[config.mk]
export PLATFORM = sky130hd
export DESIGN_NAME = pipe_stage
export DESIGN_NICKNAME = d
export VERILOG_FILES = /design/src/rtl/pipe_stage.sv
export SDC_FILE = /design/constraint.sdc
export NUM_CORES = 1
export LEC_CHECK = 0
export CORE_UTILIZATION = 41
export CTS_BUF_LIST = sky130_fd_sc_hd__clkbuf_8 sky130_fd_sc_hd__clkbuf_16
export DETAILED_ROUTE_END_ITERATION = 6
export HOLD_SLACK_MARGIN = 0.12
export PLACE_DENSITY_LB_ADDON = 0.3
export SETUP_SLACK_MARGIN = 0.15
export SYNTH_ARGS = -nofsm -noshare
export SYNTH_HDL_FRONTEND = slang
export SYNTH_SLANG_ARGS = --single-unit
[constraint.sdc]
create_clock -name clock -period 2 [get_ports clock]
set_clock_uncertainty 0.15 [all_clocks]
set_input_delay 0.5 -clock clock [delete_from_list [all_inputs] [get_ports clock]]
set_output_delay 0.5 -clock clock [all_outputs]
set_load 0.03 [all_outputs]
[src/rtl/pipe_stage.sv]
// -----------------------------------------------------------------------------
// pipe_stage -- valid/ready pipeline register stage with optional skid entry.
//
// Carries a payload (in_data) and a control field (in_ctrl) from one pipeline
// stage to the next. The control field is forced to zero whenever the stage
// presents no entry, so a bubble never carries live control bits (regWrite,
// memToReg, ...) downstream.
//
// SKID = 1 : two-entry skid buffer (main = head, skid = overflow). in_ready is
//            decoded from registered state only, which breaks the combinational
//            out_ready -> in_ready path between stages.
// SKID = 0 : single register; in_ready = !out_valid || out_ready.
//
// Ports
//   clock      in   single clock, rising edge
//   reset      in   synchronous, active-high; clears state, ctrl and data
//   flush      in   synchronous kill of all held entries (data retained)
//   in_valid   in   upstream presents an entry
//   in_ready   out  this stage accepts an entry this cycle
//   in_ctrl    in   [CTRL_W] upstream control bits
//   in_data    in   [DATA_W] upstream payload
//   out_valid  out  head entry is valid
//   out_ready  in   downstream consumes the head entry
//   out_ctrl   out  [CTRL_W] head control bits (zero when out_valid = 0)
//   out_data   out  [DATA_W] head payload (holds last value when empty)
//   occupancy  out  [2] number of held entries (0, 1 or 2)
// -----------------------------------------------------------------------------
module pipe_stage #(
  parameter int DATA_W = 64,
  parameter int CTRL_W = 2,
  parameter int SKID   = 1
) (
  input  logic              clock,
  input  logic              reset,
  input  logic              flush,
  input  logic              in_valid,
  output logic              in_ready,
  input  logic [CTRL_W-1:0] in_ctrl,
  input  logic [DATA_W-1:0] in_data,
  output logic              out_valid,
  input  logic              out_ready,
  output logic [CTRL_W-1:0] out_ctrl,
  output logic [DATA_W-1:0] out_data,
  output logic [1:0]        occupancy
);

  // Encoding equals the number of held entries, so occupancy is the state.
  typedef enum logic [1:0] {
    EMPTY = 2'd0,
    ONE   = 2'd1,
    TWO   = 2'd2
  } state_t;

  state_t state;
  state_t state_nxt;

  logic [CTRL_W-1:0] main_ctrl;
  logic [DATA_W-1:0] main_data;
  logic [CTRL_W-1:0] skid_ctrl;
  logic [DATA_W-1:0] skid_data;

  logic in_xfer;
  logic out_xfer;

  // Datapath load controls produced by the next-state logic.
  logic main_load_in;    // main <= input
  logic main_load_skid;  // main <= skid (skid entry advances to head)
  logic main_clr_ctrl;   // head leaves with nothing behind it: make a bubble
  logic skid_load;       // skid <= input (head is stalled)

  // ---------------------------------------------------------------------------
  // Handshake decode
  // ---------------------------------------------------------------------------
  assign out_valid = (state != EMPTY);
  assign out_ctrl  = main_ctrl;
  assign out_data  = main_data;
  assign occupancy = state;

  generate
    if (SKID != 0) begin : g_ready_skid
      // Registered-only decode: no out_ready term reaches in_ready.
      assign in_ready = (state != TWO);
    end else begin : g_ready_reg
      // Single register: a consumed head frees the slot in the same cycle.
      assign in_ready = (state == EMPTY) || out_ready;
    end
  endgenerate

  assign in_xfer  = in_valid && in_ready;
  assign out_xfer = out_valid && out_ready;

  // ---------------------------------------------------------------------------
  // State register
  // ---------------------------------------------------------------------------
  // NOTE: sequential state uses non-blocking assignments so every register
  // samples pre-edge values regardless of statement or process order.
  always_ff @(posedge clock) begin
    if (reset) begin
      state <= EMPTY;
    end else begin
      state <= state_nxt;
    end
  end

  // ---------------------------------------------------------------------------
  // Next-state and datapath control
  // ---------------------------------------------------------------------------
  // NOTE: every output of this block gets a default first; a missing branch
  // would otherwise infer a latch.
  always_comb begin
    state_nxt      = state;
    main_load_in   = 1'b0;
    main_load_skid = 1'b0;
    main_clr_ctrl  = 1'b0;
    skid_load      = 1'b0;

    if (flush) begin
      // Flush outranks both transfers; any coincident input is dropped.
      state_nxt = EMPTY;
    end else begin
      unique case (state)
        EMPTY: begin
          if (in_xfer) begin
            main_load_in = 1'b1;
            state_nxt    = ONE;
          end
        end

        ONE: begin
          if (in_xfer && out_xfer) begin
            // Head leaves while the new entry takes its place: full rate.
            main_load_in = 1'b1;
          end else if (in_xfer) begin
            // Head is stalled; park the new entry behind it. With SKID = 0
            // in_ready requires out_ready here, so this branch is unreachable.
            if (SKID != 0) begin
              skid_load = 1'b1;
              state_nxt = TWO;
            end
          end else if (out_xfer) begin
            main_clr_ctrl = 1'b1;
            state_nxt     = EMPTY;
          end
        end

        TWO: begin
          // in_ready is 0 here, so only the output side can move.
          if (out_xfer) begin
            main_load_skid = 1'b1;
            state_nxt      = ONE;
          end
        end

        default: begin
          state_nxt = EMPTY;
        end
      endcase
    end
  end

  // ---------------------------------------------------------------------------
  // Main (head) register
  // ---------------------------------------------------------------------------
  // Flush clears only the control bits so a killed entry becomes a bubble;
  // the payload is don't-care when empty and is left alone.
  always_ff @(posedge clock) begin
    if (reset) begin
      main_ctrl <= '0;
      main_data <= '0;
    end else if (flush) begin
      main_ctrl <= '0;
    end else if (main_load_in) begin
      main_ctrl <= in_ctrl;
      main_data <= in_data;
    end else if (main_load_skid) begin
      main_ctrl <= skid_ctrl;
      main_data <= skid_data;
    end else if (main_clr_ctrl) begin
      main_ctrl <= '0;
    end
  end

  // ---------------------------------------------------------------------------
  // Skid register (present only in skid-buffer mode)
  // ---------------------------------------------------------------------------
  generate
    if (SKID != 0) begin : g_skid
      always_ff @(posedge clock) begin
        if (reset) begin
          skid_ctrl <= '0;
          skid_data <= '0;
        end else if (flush) begin
          skid_ctrl <= '0;
        end else if (skid_load) begin
          skid_ctrl <= in_ctrl;
          skid_data <= in_data;
        end
      end
    end else begin : g_no_skid
      assign skid_ctrl = '0;
      assign skid_data = '0;
    end
  endgenerate

endmodule

# Yosys cells after proc, flatten, opt, wreduce, memory -nomap -nowiden
# Cells that the tools add are included.
dict set report classes {
  eq_ne 7
  n_mux 25
  bitwise_logic 1
  n_reduce_logical 11
}
# operator count
set ops {}
lappend ops {{64-bit 2-to-1 mux} 2}
lappend ops {{2-bit 2-to-1 mux} 8}
lappend ops {{1-bit 2-to-1 mux} 13}
lappend ops {{2-bit != test, second input constant} 4}
lappend ops {{2-bit one-hot mux with 3 select lines} 1}
lappend ops {{2-bit AND reduction} 2}
lappend ops {{4-bit AND reduction} 1}
lappend ops {{2-bit nonzero test} 2}
lappend ops {{1-bit logical AND} 3}
lappend ops {{3-bit != test, second input constant} 1}
lappend ops {{3-bit nonzero test} 1}
lappend ops {{2-bit by 1-bit equality test with 1-bit output, second input constant} 1}
lappend ops {{2-bit equality test, second input constant} 1}
lappend ops {{2-bit logical NOT} 1}
lappend ops {{1-bit one-hot mux with 2 select lines} 1}
lappend ops {{2-bit OR reduction} 1}
lappend ops {{1-bit inverter} 1}
dict set report totals {
  regBits 134
}

# Depth between registers and ports, before layout
dict set report logic_depth {
  word_depth 10
  ltp_mapped 7
}

# Least setup slack after synthesis
# OpenSTA, ideal clock, no wires.
dict set report synth_timing {
  kind {input -> register}
  from {input out_ready}
  to {register main_data[0], in the netlist out_data[0]}
  setup_ns 0.138
  arrival_time_ns 1.519
  required_ns 1.712
  setup_slack_ns 0.193
  stages 6
  cell_sequence {buf_2 nand2b_2 buf_4 nand2_1 buf_2 a311oi_2}
}
dict set report synth_between {
  elab_chain_cells 7
  word_cells_on_any_way 11
  classes_between {mux (7); reduce/logical (4)}
}
# item line_no
set synth_rtl {}
lappend synth_rtl {{start, declared} 41} ;# input logic out_ready,
lappend synth_rtl {{1-bit logical AND *} 90} ;# assign out_xfer = out_valid && out_ready;
lappend synth_rtl {{1-bit logical AND} 130} ;# if (in_xfer && out_xfer) begin
lappend synth_rtl {{1-bit 2-to-1 mux} 130}
lappend synth_rtl {{1-bit one-hot mux with 2 select lines} 121} ;# unique case (state)
lappend synth_rtl {{1-bit 2-to-1 mux} 117} ;# if (flush) begin
lappend synth_rtl {{2-bit nonzero test (no line)} --}
lappend synth_rtl {{2-bit AND reduction (no line)} --}
lappend synth_rtl {{end signal, assigned} 174} ;# main_data <= in_data;
lappend synth_rtl {{end signal, assigned} 177} ;# main_data <= skid_data;
lappend synth_rtl {{end, declared} 58} ;# logic [DATA_W-1:0] main_data;
# Every way passes the cells marked *; elsewhere a longest branch is shown, timed or not.
# A chain may end at the register's enable or synchronous reset.

# Final worst setup path
dict set report layout_timing {
  from {register state[1], in the netlist occupancy[1]}
  to {output out_valid}
}
dict set report layout_between {
  elab_chain_cells 1
}
# item line_no
set layout_rtl {}
lappend layout_rtl {{start, declared} 54} ;# state_t state;
lappend layout_rtl {{start signal, assigned} 101} ;# state <= state_nxt;
lappend layout_rtl {{2-bit nonzero test} 74} ;# assign out_valid = (state != EMPTY);
lappend layout_rtl {{end, declared} 40} ;# output logic out_valid,
# Every way passes these cells.

==> impl_metrics.toml <==
[floorplanning]
die_area_mm2 = 0.01431
initial_core_util_pct = 42.51
fp-row-count = 42
core-area_mm2 = 0.01335
fp.dieW_um = 119.6
io_pins = 141
die_h_um = 119.6

[setup_path]
startpoint = "occupancy[1]$_SDFFE_PP0P_"
start_kind = "register"
critPathSlowestCell = "dfxtp_4"
worstPathRequired_ns = 1.35
end_kind = "primary output"
path_class = "reg2out"
crit_chain = "buf_8, or2_4, buf_6"
arrival_ns = 1.24
path_delay_family = "flip-flops"
critPathBufInv = 2
cp_slowest_stage_delay_ns = 0.35
r2r_start = "occupancy[1]$_SDFFE_PP0P_"
critical_path.max_fanout = 3

[clock_network]
cts.path.max_buffers = 2
clock-root-buffer = "clkbuf_16"
cts_buffers = 17
insertion_delay_ns = 0.42
h-tree-depth = 4
cts_tree = "yes"
clk_pin_slew_ns = 0.06
holdBufCountCts = 0
cts.sinks = 134

[timing]
slew_violations = 0
period_share_pct = 94.69
setup_viol = 0
whs_ns = 0.3231
period_needed_ns = 1.894
worst-slew-pin-transition_ns = 0.3560
grt_setup_unrepaired = "true"
hold_viol_final = 0
worst_slack_ns = 0.1062
fmax_mhz = 528.1
relSlewSlack_pct = 76.36

[global_routing]
antenna_found_initial = 0
grt_pass1_wl_um = 28490
grt_pass1_vias = 5762
grt_usage_pct = 24.87
grt_max_degree = 79
overflow = 0

[drt]
met1_length_um = 7441
totalWireLength_um = 18300
dr_total_vias = 5998
firstDrtPassIters = 5
drt-initial-drc-count = 667
met3_length_um = 1578
post-route-drc-count = 0
highest_layer = "met4"
wire_per_inst_um = 18.05
viasPerCell = 5.915
wl_met2_um = 8910
ant_nets = 0

[cells_and_area]
finalInstanceArea_mm2 = 0.008269
drive_gt1_share_pct = 13.84
antenna_cells = 0
fillers = 1128
final_nets = 897
ff_latch_area_mm2 = 0.002688
area_growth_syn_to_layout_pct = 45.73
utilization_pct = 61.95
multiInputGateArea_mm2 = 0.002711

[logic_synthesis]
syn_area_mm2 = 0.005674
yosysTopAreaCell = "dfxtp_1"
synth_cell_types = 33
synth-seq-area-share_pct = 47.28
yosys.area.top_type_share_pct = 47.28
syn_nets = 769
synth_area_leaders = "dfxtp_1 (47%), a311oi_1 (9.4%), nand2_1 (8.6%), a21oi_1 (5.9%), nand3_1 (5.9%)"
postSynthAreaPerCell_um2 = 8.129
syn_inst = 698
ys_ff_latch = 134
ys_warn_count = 0

[power_and_ir_drop]
leakagePower_nw = 3.000
ir_worst_vdd_v = 0.0005759
power_density_mw_per_mm2 = 847.6
total_power_mw = 7.009

[placed_design]
gp_congestion = 0.7944
port_buffers = 140
place_hpwl_um = 10570
place_area_mm2 = 0.007396
post-place-ws_ns = -0.3987

[run]
drv_cap = 0

[hold_path]
hp-start = "skid_data[51]$_SDFFE_PP0P_"
min_path_type = "reg2reg"

[status]
run_status = "completed"
## metrics by stage
step	TNS (ns)	instances
finish	0	1014
global route	0	1014
CTS	0	1010
detailed placement	-37.32	969
global placement	-30.90	969
floorplan	0	698
## worst paths after layout
kind                                              endpoint  slack [ns]  cells after the start
worst max register to register  skid_data[52]$_SDFFE_PP0P_        0.18                      5
worst max-delay path                             out_valid        0.11                      3
worst min-delay path             out_data[51]$_SDFFE_PP0P_        0.32                      2
worst min register to register   out_data[51]$_SDFFE_PP0P_        0.32                      2
## power by group
| part | total [mW] | internal [mW] | leakage (nW) | switching (mW) |
|---|---|---|---|---|
| combinational | 0.991 | 0.416 | 1.61 | 0.575 |
| clock | 3.18 | 2.03 | 0.300 | 1.15 |
| sequential | 2.84 | 2.78 | 1.09 | 0.0613 |
| total | 7.01 | 5.22 | 3.00 | 1.78 |
## cell families after synthesis
kind of cell	after synthesis	share of synthesized area, %
and+or+nand+nor	278	22.43
AOI/OAI and AO/OA	204	23.18
DFF	134	47.28
buffers and inverters	81	6.946
muxes	1	0.1764
## layout by cell type, fill, tap and decap left out, drive strengths merged, types with 2 or more instances in the layout
master,synthesis,final
dfxtp,134,134
nand2,130,130
nand3,67,67
a21oi,67,67
clkdlybuf4s50,0,66
o21ai,66,66
a311oi,65,65
nor3,64,64
buf,44,47
dlygate4sd2,0,41
clkbuf,36,26
clkdlybuf4s15,0,24
clkinv,0,4
nor2,3,3
inv,1,3
bufinv,0,3
bufbuf,0,3
or2,3,3
nand3b,2,2
clkinvlp,0,2
dlymetal6s2s,0,2
nand2b,2,2
or3b,2,2
## layer usage
| metal | global-route usage [%] | vias up |
|---|---|---|
| met3 | 6.844 | 33 |
| met2 | 40.93 | 316 |
| li1 | - | 2784 |
| met4 | 10.23 | 0 |
| met5 | 0 | - |
| met1 | 30.55 | 2865 |
## layout make-up
type	instances	share of cell area, %
clock buffers	20	5.644
clock inverters	11	1.604
inverters	1	0.04539
multi-input cells	483	32.79
flip-flops and latches	134	32.50
well taps	176	2.663
repair buffers	189	24.75
## synth_stat cells
library cell and n:
o31ai_1 1, nand3b_1 2, o311a_1 1, buf_6 1
buf_2 33, inv_1 1, or3b_1 1, and4bb_2 1
a2111o_1 1, nand2b_1 1, a311oi_1 61, nand3_1 67
nor3_1 64, nand4bb_1 1, nor2b_1 1, mux2i_1 1
buf_4 10, clkbuf_2 3, nor2_1 3, a211oi_1 1
o21a_1 1, nand4b_1 1, a21oi_1 67, nand2b_2 1
o21ai_0 66, nand2_1 130, or2_2 3, or3b_2 1
dfxtp_1 134, clkbuf_1 33, o2111a_1 1, a311oi_2 4
nor3b_2 1
## tightest hold or removal path, stage by stage (launching register included)
cell	delay [ns]
dfxtp_1	0.30
nand2_1	0.05
a311oi_1	0.07
## registers in the layout, summed over array words and instances, names as in the netlist
signal	count
out_ctrl	2
skid_data	64
occupancy	2
out_data	64
skid_ctrl	2
## what timing repair did
item / CTS / global route
endpoints found under the setup margin: 133 / 102
pin swaps: 2 / 1
buffers inserted: 7 / 1
gates resized for setup: 83 / 68
gates cloned: 3 / 3
Note: power is estimated with default switching activity, not from simulation.
